==> src/rtl/sync_r2w_ptr_if.sv <==
// Bundle between the write-side logic and the read-pointer synchronizer.
// The master drives the raw gray pointer and error clear; the slave returns the synchronized views.
interface sync_r2w_ptr_if #(
    parameter int DEPTH = 16
);
    localparam int PW = $clog2(DEPTH) + 1;

    logic [PW-1:0] rptr;
    logic          clr_err;
    logic [PW-1:0] wsync_gray;
    logic [PW-1:0] wsync_bin;
    logic          rd_adv;
    logic [PW-1:0] rd_adv_cnt;
    logic          sync_valid;
    logic          gray_err;

    modport master (
        output rptr, clr_err,
        input  wsync_gray, wsync_bin, rd_adv, rd_adv_cnt, sync_valid, gray_err
    );

    modport slave (
        input  rptr, clr_err,
        output wsync_gray, wsync_bin, rd_adv, rd_adv_cnt, sync_valid, gray_err
    );
endinterface

==> src/rtl/sync_r2w_ptr.sv <==
// Brings the gray read pointer into w_clk, with binary copy, per-cycle advance count,
// warm-up valid and a sticky advisory flag for multi-bit gray steps.
module sync_r2w_ptr #(
    parameter int DEPTH     = 16,
    parameter int STAGES    = 2,
    parameter bit ERR_CHECK = 1
) (
    input  logic          w_clk,
    input  logic          rst_n,
    sync_r2w_ptr_if.slave bus
);
    localparam int         AW        = $clog2(DEPTH);
    localparam int         PW        = AW + 1;
    localparam logic [2:0] WARM_DONE = 3'(STAGES + 1);

    generate
        if (STAGES < 2 || STAGES > 4) begin : g_bad_stages
            $error("sync_r2w_ptr: STAGES must be in 2..4");
        end
        if (DEPTH < 2 || (DEPTH & (DEPTH - 1)) != 0) begin : g_bad_depth
            $error("sync_r2w_ptr: DEPTH must be a power of 2 and >= 2");
        end
    endgenerate

    function automatic logic [PW-1:0] gray2bin(input logic [PW-1:0] g);
        logic [PW-1:0] b;
        b[PW-1] = g[PW-1];
        for (int i = PW - 2; i >= 0; i--) b[i] = b[i+1] ^ g[i];
        return b;
    endfunction

    logic [STAGES-1:0][PW-1:0] sync_q, sync_d;
    logic [PW-1:0]             bin_q, bin_d;
    logic [PW-1:0]             cnt_q, cnt_d;
    logic                      adv_q, adv_d;
    logic [2:0]                warm_q, warm_d;
    logic                      valid_q, valid_d;
    logic [PW-1:0]             gray_now;
    logic [PW-1:0]             bin_now;

    assign gray_now = sync_q[STAGES-1];
    assign bin_now  = gray2bin(gray_now);

    always_comb begin
        sync_d    = sync_q;
        sync_d[0] = bus.rptr;
        for (int k = 1; k < STAGES; k++) sync_d[k] = sync_q[k-1];
        bin_d   = bin_now;
        // Modular subtraction so the 2^PW-1 -> 0 wrap still reports one entry.
        cnt_d   = bin_now - bin_q;
        adv_d   = valid_q & (cnt_d != '0);
        warm_d  = (warm_q == WARM_DONE) ? warm_q : warm_q + 3'd1;
        valid_d = (warm_d == WARM_DONE);
    end

    always_ff @(posedge w_clk or negedge rst_n) begin
        if (!rst_n) begin
            sync_q  <= '0;
            bin_q   <= '0;
            cnt_q   <= '0;
            adv_q   <= 1'b0;
            warm_q  <= 3'd0;
            valid_q <= 1'b0;
        end else begin
            sync_q  <= sync_d;
            bin_q   <= bin_d;
            cnt_q   <= cnt_d;
            adv_q   <= adv_d;
            warm_q  <= warm_d;
            valid_q <= valid_d;
        end
    end

    generate
        if (ERR_CHECK) begin : g_err
            logic [PW-1:0] gray_q, gray_d;
            logic [PW-1:0] flip;
            logic          err_q, err_d;

            always_comb begin
                gray_d = gray_now;
                flip   = gray_now ^ gray_q;
                // x & (x-1) is nonzero exactly when more than one bit is set.
                err_d  = (valid_q & ((flip & (flip - 1'b1)) != '0)) | (err_q & ~bus.clr_err);
            end

            always_ff @(posedge w_clk or negedge rst_n) begin
                if (!rst_n) begin
                    gray_q <= '0;
                    err_q  <= 1'b0;
                end else begin
                    gray_q <= gray_d;
                    err_q  <= err_d;
                end
            end

            assign bus.gray_err = err_q;
        end else begin : g_no_err
            logic unused_clr_err;
            assign unused_clr_err = bus.clr_err;
            assign bus.gray_err   = 1'b0;
        end
    endgenerate

    assign bus.wsync_gray = gray_now;
    assign bus.wsync_bin  = bin_q;
    assign bus.rd_adv     = adv_q;
    assign bus.rd_adv_cnt = cnt_q;
    assign bus.sync_valid = valid_q;
endmodule

==> src/flat_wrapper.sv <==
// flat-port wrapper written by rule: the top's interface ports become plain ports
module sync_r2w_ptr_flat 
#(
    parameter int DEPTH     = 16,
    parameter int STAGES    = 2,
    parameter bit ERR_CHECK = 1
)
  (w_clk, rst_n, bus_rptr, bus_clr_err, bus_wsync_gray, bus_wsync_bin, bus_rd_adv, bus_rd_adv_cnt, bus_sync_valid, bus_gray_err);
  sync_r2w_ptr_if #(.DEPTH(DEPTH)) bus_i ();
  input  logic w_clk;
  input  logic rst_n;
  input wire logic [$bits(bus_i.rptr)-1:0] bus_rptr;
  input wire logic [$bits(bus_i.clr_err)-1:0] bus_clr_err;
  output wire logic [$bits(bus_i.wsync_gray)-1:0] bus_wsync_gray;
  output wire logic [$bits(bus_i.wsync_bin)-1:0] bus_wsync_bin;
  output wire logic [$bits(bus_i.rd_adv)-1:0] bus_rd_adv;
  output wire logic [$bits(bus_i.rd_adv_cnt)-1:0] bus_rd_adv_cnt;
  output wire logic [$bits(bus_i.sync_valid)-1:0] bus_sync_valid;
  output wire logic [$bits(bus_i.gray_err)-1:0] bus_gray_err;
  assign bus_i.rptr = bus_rptr;
  assign bus_i.clr_err = bus_clr_err;
  assign bus_wsync_gray = bus_i.wsync_gray;
  assign bus_wsync_bin = bus_i.wsync_bin;
  assign bus_rd_adv = bus_i.rd_adv;
  assign bus_rd_adv_cnt = bus_i.rd_adv_cnt;
  assign bus_sync_valid = bus_i.sync_valid;
  assign bus_gray_err = bus_i.gray_err;
  sync_r2w_ptr #(.DEPTH(DEPTH), .STAGES(STAGES), .ERR_CHECK(ERR_CHECK)) u_core (.w_clk(w_clk), .rst_n(rst_n), .bus(bus_i));
endmodule
==> config.mk <==
export PLATFORM = sky130hd
export DESIGN_NAME = sync_r2w_ptr_flat
export DESIGN_NICKNAME = d
export VERILOG_FILES = /design/src/rtl/sync_r2w_ptr_if.sv /design/src/rtl/sync_r2w_ptr.sv /design/src/flat_wrapper.sv
export SDC_FILE = /design/constraint.sdc
export NUM_CORES = 1
export LEC_CHECK = 0
export BUFFER_PORTS_ARGS = -buffer_cell sky130_fd_sc_hd__buf_2
export CAP_MARGIN = 20
export CORE_MARGIN = 2
export CORE_UTILIZATION = 42
export CTS_CLUSTER_SIZE = 25
export DETAILED_ROUTE_END_ITERATION = 10
export PLACE_DENSITY_LB_ADDON = 0.25
export SYNTH_ARGS = -nofsm -noshare
export SYNTH_HDL_FRONTEND = slang
export SYNTH_SLANG_ARGS = --single-unit
==> constraint.sdc <==
create_clock -name w_clk -period 2.6 [get_ports w_clk]
set_clock_uncertainty 0.1 [all_clocks]
set_input_delay 0.52 -clock w_clk [delete_from_list [all_inputs] [get_ports w_clk]]
set_output_delay 0.52 -clock w_clk [all_outputs]
set_load 0.1 [all_outputs]
Word level (Yosys, flattened, before mapping). Cells that the tools add are included.

Add/sub/neg operators: 3. Equality and inequality tests: 2. Mux-type cells: 1. Bitwise operators: 11. Reduce and logical (&&, ||, !) cells: 2.

Operators with widths (number): $reduce_bool 5->1 (2); $eq 3x2->1 const B (2); $and 5x5->5 (1); $sub 5x1->5 const B (1); $sub 5x5->5 (1); $xor 5x5->5 (1); $xor 1x1->1 (4); $add 3x1->3 const B (1); $and 1x1->1 (3); $mux 3 (1); $not 1->1 (1); $or 1x1->1 (1).

Register bits after elaboration: 31. Input port bits: 8. Output and inout port bits: 18. Word-level logic and storage cells: 28.

Longest topological paths before layout.
Depth in word-level cells: 7. Depth in mapped cells: 11. Depth with buffers taken out: 11.

Least setup slack after synthesis. Ideal clock, no wire load.

Path type: register -> register. Start point: register u_core.sync_q, in the netlist u_core.bus.wsync_gray[3]. End point: register u_core.adv_q (netlist: u_core.bus.rd_adv). Library setup time: 0.129 ns. Arrival: 3.207 ns. Data required time: 2.371 ns. Slack: -0.836 ns. Cell stages (with the launch flop): 12. Period minus slack after synthesis: 3.436 ns. Path through: dfrtp_1 xor2_2 xor2_2 xnor2_2 xor2_1 ha_1 inv_1 fa_1 a21o_1 a21oi_1 xnor2_1 o41a_1.

Cells in the longest elaborated chain, start to end: 7.

RTL lines: start, declared (line sync_r2w_ptr.sv:32) `logic [STAGES-1:0][PW-1:0] sync_q, sync_d;`; start signal, assigned (line sync_r2w_ptr.sv:65) `sync_q <= sync_d;`; $xor 1x1->1 (*) (line sync_r2w_ptr.sv:28) `for (int i = PW - 2; i >= 0; i--) b[i] = b[i+1] ^ g[i];`; named net u_core.bin_d[3] (line sync_r2w_ptr.sv:33) `logic [PW-1:0] bin_q, bin_d;`; $xor 1x1->1 (*) (line sync_r2w_ptr.sv:28); named net u_core.bin_d[2] (line sync_r2w_ptr.sv:33); $xor 1x1->1 (2 in a row) (line sync_r2w_ptr.sv:28); $sub 5x5->5 (*) (line sync_r2w_ptr.sv:50) `cnt_d = bin_now - bin_q;`; named net u_core.cnt_d[4] (line sync_r2w_ptr.sv:34) `logic [PW-1:0] cnt_q, cnt_d;`; $reduce_bool 5->1 (*) (line sync_r2w_ptr.sv:51) `adv_d = valid_q & (cnt_d != '0);`; $and 1x1->1 (*) (line sync_r2w_ptr.sv:51); named net u_core.adv_d (line sync_r2w_ptr.sv:35) `logic adv_q, adv_d;`; end signal, assigned (line sync_r2w_ptr.sv:68) `adv_q <= adv_d;`; end, declared (line sync_r2w_ptr.sv:35).

Mark *: on every way through the listed nets, which the timed path passes. The rest lies on a longest branch.

Worst setup path after layout. Ends and elaborated chain as after synthesis.

==> metrics.yaml <==
seqPwrFrac: 0.365
htree_num_levels: 2
globalRouteTotalUtil: 0.128
cts_buffer_depth: 2
synthTopCellsByArea: "dfrtp_1 66%, ha_1 5.5%, xnor2_1 5.4%"
final_nets: 127
ctsResizeCount: 0
cp_max_fo: 2
grt_max_degree: 31
die_h_um: 55.9
top_level_ports: 26
avgSynthCellArea_um2: 14.7
leakage_uw: 0.000665
end_kind: "flop"
ys_ff_latch: 30
drive_above_1_share: 0.421
r2r_cells: 11
place_area_um2: 1340
start_util: 0.449
violations: "negative setup slack"
fillCellCount: 228
synthToLayoutAreaGrowth_pct: 24.5
fmax_mhz: 367
power_uw: 1520
port_buffers: 25
finalCritPeriodShare: 1.05
tightest_slew_ps: 625
worst-endpoint-arrival_ps: 2820
dp_hpwl_mm: 1.23
clk_pin_slew_ps: 90
cts_tree: "yes"
global_route.overflow_total: 0
wl_per_cell_um: 11.2
syn-cell-area_um2: 1130
synthTopCellsByCount: "30 x dfrtp_1, 7 x inv_1, 7 x xnor2_1"
grt_pass1_wl_mm: 2.84
p_per_area_nw_per_um2: 1080
globalplace.congestion: 0.663
p_clk_frac: 0.181
drt_iter0_drc: 6
clock_latency_ps: 310
maxCapViolCount: 0
synth_edf_count: 0
ir_worst_vdd_v: 0.000765
crit_type: "flop to flop"
finalHoldViolations: 0
multi_input_area_um2: 360
synthDominantCellAreaShare: 0.663
required_ps: 2700
hp-class: "input pin to async pin"
ant_nets: 0
grt_pass1_vias: 696
grt_setup_unrepaired: "yes"
num_rows: 18
cts_buffers: 5
drtPass1Iterations: 4
cts.sinks: 30
synth_top_flop_cell: "dfrtp_1"
hold_ws_ps: 113
slew_viol_final: 0
synth_top_area_cell: "dfrtp_1"
p_comb_frac: 0.454
yosysSeqAreaShare: 0.663
vias: 665
ys_warn_count: 0
fin_ws_ps: -122
stdcell_area_um2: 1410
synth_cells: 77
critPathLaunchType: "flop"
antenna_found_initial: 0
register_area_um2: 756
synthArstFlopShare: 1.00
vias_per_cell: 4.62
die_area_um2: 3130
synth_cell_types: 20
relSlewSlack: 0.583
cts_root_buf: "clkbuf_4"
drc: 0
setup_viol: 1
fin_crit_ps: 2720
synth_nets: 91
coreArea_um2: 2520
synth.most_common_cell: "dfrtp_1"
swShare: 0.478
die_w_um: 55.9
wl_mm: 1.62
switchingPower_uw: 727
p_int_uw: 795
run_status: "finished, violations left"
n_antenna_cell: 0
layout by cell type, fill, tap and decap left out, types with 2 or more instances in the layout:
cell / count
buf_2: 25
buf_4: 6
nand2b_1: 2
dfrtp_1: 28
xor2_1: 4
nor2b_1: 3
ha_1: 4
a21oi_1: 2
xnor2_1: 7
nor2_1: 3
inv_1: 6
clkbuf_4: 5
area by class of cell:
type | count | share of cell area
flip-flops and latches | 30 | 0.536
multi-input cells | 38 | 0.256
repair buffers | 31 | 0.121
clock buffers | 7 | 0.0390
well taps | 30 | 0.0266
inverters | 7 | 0.0186
clock inverters | 1 | 0.00355
worst paths after layout:
check                                               from                        to  slack (ps)
max in group asynchronous                          rst_n  u_core.bus.wsync_gray[3]        1820
worst min-delay path                               rst_n  u_core.bus.rd_adv_cnt[0]         110
worst max register to register  u_core.bus.wsync_gray[3]         u_core.bus.rd_adv        -120
worst max-delay path            u_core.bus.wsync_gray[3]         u_core.bus.rd_adv        -120
worst min register to register          u_core.sync_d[6]  u_core.bus.wsync_gray[1]         250
min in group w_clk                           bus_rptr[0]          u_core.sync_d[5]         210
power groups by stage:
stage | logic (uW) | clock network (uW) | registers [uW]
finish | 691 | 276 | 555
global route | 725 | 321 | 565
CTS | 700 | 297 | 557
detailed placement | 695 | 0 | 566
global placement | 688 | 0 | 564
floorplan | 153 | 0 | 988
layer usage:
metal	track usage	vias up	share of wire
met3	0.0628	2	0.074
met4	0.102	0	0.0074
met5	0	-	0
li1	-	315	-
met1	0.119	328	0.39
met2	0.209	20	0.53
critical path, stage by stage (launching register included):
cell and delay [ps]:
dfrtp_4 510, xor2_4 170, xor2_2 210, xnor2_2 150, xor2_1 180, ha_2 200, inv_2 40, fa_2 360
a21o_1 170, a21oi_2 120, xnor2_1 90, o41a_1 320
stage by stage:
step / cells / utilization / TNS [ps] / setup WS, ps
final: 144 / 0.559 / -122 / -122
after global routing: 144 / 0.559 / -265 / -265
after CTS: 144 / 0.559 / -201 / -201
after detailed placement: 135 / 0.532 / -199 / -199
after global placement: 135 / 0.532 / -144 / -144
after floorplan: 77 / - / -435 / -363
registers in the layout (all words and copies together) (netlist names), named ones only:
name                   cells
u_core.bus.gray_err        1
u_core.bus.rd_adv          1
u_core.bus.rd_adv_cnt      5
u_core.bus.sync_valid      1
u_core.bus.wsync_bin       5
u_core.bus.wsync_gray      5
u_core.g_err.gray_q        4
u_core.sync_d              5
u_core.warm_q              2
timing repair:
action / in CTS / in global routing
pin swaps: 4 / 2
hold endpoints to repair: 0 / 0
buffers inserted: 1 / 0
hold buffers: 0 / 0
setup endpoints to repair: 1 / 2
cell families (layout without fill, tap and decap cells):
family                   Yosys count  in the layout  share of synthesized area
AO/OA/AOI/OAI                      8              8                     0.0486
XOR/XNOR                          14             14                      0.128
adder cells (fa/ha/maj)            6              6                     0.0729
buffers and inverters              9             46                     0.0365
flip-flops                        30             30                      0.663
multiplexers                       1              1                    0.00994
AND/OR/NAND/NOR                    9              9                     0.0409
(Power assumes the default switching activity.)
